==> config.mk <==
export PLATFORM = sky130hd
export DESIGN_NAME = fetch_pc_gen
export DESIGN_NICKNAME = d
export VERILOG_FILES = /design/src/rtl/fetch_pc_gen.sv
export SDC_FILE = /design/constraint.sdc
export NUM_CORES = 1
export LEC_CHECK = 0
export BUFFER_PORTS_ARGS = -buffer_cell sky130_fd_sc_hd__buf_2
export CORE_ASPECT_RATIO = 1.5
export CORE_UTILIZATION = 61
export DETAILED_ROUTE_END_ITERATION = 10
export HOLD_SLACK_MARGIN = 0.05
export PLACE_DENSITY = 0.9
export SLEW_MARGIN = 20
export SYNTH_ARGS = -nofsm -noshare
export SYNTH_HDL_FRONTEND = slang
export SYNTH_SLANG_ARGS = --single-unit
==> constraint.sdc <==
create_clock -name clk -period 4.7 [get_ports clk]
set_input_delay 1.41 -clock clk [delete_from_list [all_inputs] [get_ports clk]]
set_output_delay 1.41 -clock clk [all_outputs]
set_load 0.02 [all_outputs]
==> src/rtl/fetch_pc_gen.sv <==
// Fetch-stage next-PC generator with a direct-mapped branch target buffer.
// The BTB is read combinationally from PC_F. A write lands at the clock
// edge, so a same-cycle read of the written slot still sees the old entry.
// Next-PC priority: redirect_E > stall_F > predicted-taken > PC_F + 4.
// Each valid bit has an async reset. The tag and target arrays are not
// reset, because an entry is ignored until its valid bit is set.
module fetch_pc_gen #(
    parameter int          INDEX_BITS = 4,
    parameter logic [31:0] RESET_PC   = 32'h0000_0000
) (
    input  logic        clk,
    input  logic        rst,
    input  logic        stall_F,
    input  logic        predict_taken_F,
    input  logic        redirect_E,
    input  logic [31:0] redirect_pc_E,
    input  logic        btb_update_en,
    input  logic [31:0] btb_pc_E,
    input  logic [31:0] btb_target_E,
    output logic [31:0] PC_F,
    output logic [31:0] PCPlus4_F,
    output logic        btb_hit_F,
    output logic        pred_taken_F,
    output logic [31:0] pred_target_F
);

    localparam int ENTRIES  = 1 << INDEX_BITS;
    localparam int TAG_BITS = 30 - INDEX_BITS;

    logic [31:0]           pc_q;
    logic [31:0]           next_pc;
    logic [ENTRIES-1:0]    valid_q;
    logic [TAG_BITS-1:0]   tag_q    [ENTRIES];
    logic [29:0]           target_q [ENTRIES];
    logic [INDEX_BITS-1:0] rd_idx;
    logic [INDEX_BITS-1:0] wr_idx;
    logic [TAG_BITS-1:0]   rd_tag;
    logic [TAG_BITS-1:0]   wr_tag;

    // Word-alignment bits of incoming addresses are dropped by design.
    logic unused_low_bits;
    assign unused_low_bits = ^{redirect_pc_E[1:0], btb_pc_E[1:0], btb_target_E[1:0]};

    assign rd_idx = pc_q[INDEX_BITS+1:2];
    assign rd_tag = pc_q[31:INDEX_BITS+2];
    assign wr_idx = btb_pc_E[INDEX_BITS+1:2];
    assign wr_tag = btb_pc_E[31:INDEX_BITS+2];

    assign PC_F          = pc_q;
    assign PCPlus4_F     = pc_q + 32'd4;
    assign btb_hit_F     = valid_q[rd_idx] && (tag_q[rd_idx] == rd_tag);
    assign pred_taken_F  = btb_hit_F && predict_taken_F;
    assign pred_target_F = {target_q[rd_idx], 2'b00};

    // Next-PC selection: redirect overrides stall, stall overrides prediction.
    always_comb begin
        next_pc = PCPlus4_F;
        if (redirect_E) begin
            next_pc = {redirect_pc_E[31:2], 2'b00};
        end else if (stall_F) begin
            next_pc = pc_q;
        end else if (pred_taken_F) begin
            next_pc = pred_target_F;
        end
    end

    // Fetch PC register.
    always_ff @(posedge clk or negedge rst) begin
        if (!rst) begin
            pc_q <= RESET_PC;
        end else begin
            pc_q <= next_pc;
        end
    end

    // BTB valid bits: cleared on reset, set by a training write.
    always_ff @(posedge clk or negedge rst) begin
        if (!rst) begin
            valid_q <= '0;
        end else if (btb_update_en) begin
            valid_q[wr_idx] <= 1'b1;
        end
    end

    // BTB tag/target storage. A write always replaces the slot at its index.
    always_ff @(posedge clk) begin
        if (btb_update_en && rst) begin
            tag_q[wr_idx]    <= wr_tag;
            target_q[wr_idx] <= btb_target_E[31:2];
        end
    end

endmodule

==> flow_metrics.tcl <==
set metrics [dict create \
    post-route-period-util_pct 117.5 \
    crit_chain "buf_12 > buf_16 > buf_12 > buf_16 > mux2i_1 > a22oi_1 > nand2_1 > o32a_1 > o211ai_1 > a2111oi_4 > buf_6 > nand4_1 > inv_1 > buf_6" \
    finish.net_count 2196 \
    critPathKind "register to primary output" \
    grt_pass1_wl_um 164400 \
    drive_gt1_share_pct 36.22 \
    track_usage_pct 38.46 \
    antenna_found_initial 15 \
    setup.worst_path.start_class "register" \
    netlist_top_cells_count "edfxtp_1 (896), mux4_2 (226), mux2i_1 (113)" \
    cts_buffers 80 \
    routed.top_layer "met5" \
    insertion_delay_ps 650 \
    ys_seq_elements 942 \
    slowest_stage "dfrtp_4" \
    ctsRootBufferMaster "clkbuf_16" \
    crit_path_max_incr_delay_ps 550 \
    rows 111 \
    postCtsHoldBufs 0 \
    n_fill_cell 3118 \
    synth.area.top_cells "edfxtp_1 (72%), mux4_2 (14%), dfrtp_1 (3.1%), mux2i_1 (3.0%), xnor2_1 (0.91%)" \
    die_area_um2 62480 \
    start_util_pct 61.50 \
    via_per_inst 7.709 \
    fp.dieW_um 204.4 \
    tightestPinTransition_ps 959.2 \
    min_to "valid_q[12]$_DFFE_PN0P_" \
    multi_input_area_um2 9400 \
    seqCellArea_um2 28070 \
    die_h_um 305.6 \
    tritoncts "yes" \
    grt.overflow.total 0 \
    yosys.cell_count.top_type "edfxtp_1" \
    failed_checks "negative setup slack" \
    hold_viol_final 0 \
    worstPathRequired_ps 3290 \
    wl_met1_um 37030 \
    crit_arrival_ps 4110 \
    synth_area_um2 37490 \
    dp_cells 2765 \
    clockBufferDepth 3 \
    worstReg2RegStart "PC_F[2]$_DFFE_PN0P_" \
    slew_viol_final 0 \
    status "finished with violations" \
    synth_edf_count 896 \
    synth_area_per_cell_um2 20.99 \
    ios 200 \
    r2r_slack_ps 90 \
    holdPathStages 1 \
    ys.flop_type "edfxtp_1" \
    reg2reg_depth 15 \
    numPortBuffers 187 \
    p_per_area_nw_per_um2 434.9 \
    wl_met2_um 57560 \
    place_congestion 0.8764 \
    via_count 22780 \
    ys_types 62 \
    clk_pin_slew_ps 80 \
    rr_endpoint "PC_F[27]$_DFFE_PN0P_" \
    crit_path_end_kind "primary output" \
    finalWorstSetupSlack_ps -824.6 \
    synth_top_cell_area_share_pct 71.76 \
    placed_area_um2 40070 \
    grt_setup_unrepaired "true" \
    synth_top_area_cell "edfxtp_1" \
    firstDrtPassIters 8 \
    syn2layout_area_growth_pct 16.78 \
    max-vdd-ir-drop_mv 0.4331 \
    yosysSeqAreaShare_pct 74.83 \
    drv_cap 0 \
    tns_ps -2439 \
    fin_area_um2 43780 \
    crit_path_max_fanout 11 \
    syn_inst 1786 \
    finalClockSkew_ps 36.08 \
    layoutNonFillerInstCount 2955 \
    routed_wl_um 123000 \
    fmax_ghz 0.1810 \
    min_period_ps 5525 \
    grt_pass1_vias 22160 \
    place_hpwl_um 58590 \
    min_path_type "register to register" \
    drcViolationCount 0 \
    total_power_w 0.01904 \
    cts_sinks 942 \
    finalSetupViolCount 15 \
    leakage_nw 14.82 \
    grt_max_degree 59 \
    core_area_um2 60970 \
    yosysWarnings 0 \
    async_reset_ff_share_pct 4.883 \
    route.antenna.remaining_nets 0 \
    wl_met3_um 19040 \
    htree_levels 3 \
    hp-start "valid_q[12]$_DFFE_PN0P_" \
    slew_headroom_pct 35.92 \
    drtIter0Drc 4478 \
    post_drt_wl_per_cell_um 41.61 \
]
==> cell type report <==
type,count,area share [%]
sequential,942,64.11
inverter,12,0.1029
clock inverter,40,0.9830
timing repair buffer,330,6.072
clock buffer,105,4.952
tap,791,2.260
multi-input combinational,727,21.47
antenna,8,0.04572
==> through the flow <==
step / setup slack (ps) / utilization [%] / hold WS, ps
6_report: -824.6 / 71.81 / 479.5
5_1_grt: -796.7 / 71.81 / 494.7
4_1_cts: -581.7 / 70.99 / 472.3
3_5_place_dp: -151.5 / 65.72 / 458.4
3_3_place_gp: -78.22 / 65.72 / 447.1
2_1_floorplan: -166.6 / - / 430.9
==> flip-flops by register name, indices dropped and copies added (netlist names) <==
signal    count
target_q    480
tag_q       416
PC_F         30
valid_q      16
==> cell families after synthesis <==
| group | count (synthesis) | synth area share [%] |
|---|---|---|
| AOI/OAI and AO/OA | 117 | 2.513 |
| xor gates and xnor gates | 54 | 1.261 |
| adders and majority gates | 1 | 0.03337 |
| DFF | 942 | 74.83 |
| muxes | 358 | 17.16 |
| other | 1 | 0.01000 |
| and+or+nand+nor | 191 | 2.446 |
| buffers and inverters | 122 | 1.742 |
==> layout by cell type (no fill, tap or decap), types with 10 or more instances in the layout <==
cell / instances
edfxtp_1: 896
mux4_2: 226
buf_2: 171
mux2i_1: 107
buf_4: 103
clkbuf_16: 85
nand2_1: 77
dfrtp_1: 42
o221ai_1: 29
buf_12: 25
xnor2_1: 24
nor2_4: 20
clkbuf_1: 20
mux2_2: 19
buf_6: 19
xnor2_2: 14
nand3_1: 13
nor2_1: 13
nand4_1: 12
xor2_1: 12
a22oi_1: 12
o21bai_1: 12
inv_1: 11
clkinv_1: 10
clkinv_2: 10
==> how the worst max path moves through the flow <==
stage | from | end | cells past startpoint
2_1_floorplan | btb_pc_E[4] | tag_q[0][0]$_DFFE_PP_ | 3
3_3_place_gp | PC_F[2]$_DFFE_PN0P_ | pred_taken_F | 12
3_5_place_dp | PC_F[2]$_DFFE_PN0P_ | pred_taken_F | 12
4_1_cts | PC_F[2]$_DFFE_PN0P_ | pred_taken_F | 11
5_1_grt | PC_F[2]$_DFFE_PN0P_ | pred_taken_F | 14
6_report | PC_F[2]$_DFFE_PN0P_ | pred_taken_F | 14
==> critical path: cells and delay by family (launching register included) <==
family | cells | cell delay, ps
muxes | 1 | 480
and+or+nand+nor | 2 | 360
AOI/OAI and AO/OA | 4 | 990
DFF | 1 | 550
buffers and inverters | 7 | 1050
==> power breakdown <==
group | leakage (nW) | internal [W] | switching [W]
clock network | 1.25 | 0.00372 | 0.00317
logic | 4.98 | 0.00108 | 0.00159
registers | 8.59 | 0.00933 | 0.000151
total | 14.8 | 0.0141 | 0.00491
==> metal layers <==
metal | global-route usage [%] | up-vias
met5 | 0 | -
met4 | 21.95 | 10
met1 | 48.22 | 11250
li1 | - | 8038
met3 | 11.74 | 691
met2 | 59.79 | 2791
==> timing repair <==
item | 4_1_cts | 5_1_grt
gates cloned | 4 | 3
pin swaps | 12 | 12
setup buffers | 25 | 7
gates resized for setup | 68 | 74
endpoints found under the setup margin | 41 | 33
Power figures use the tool's default switching activity.
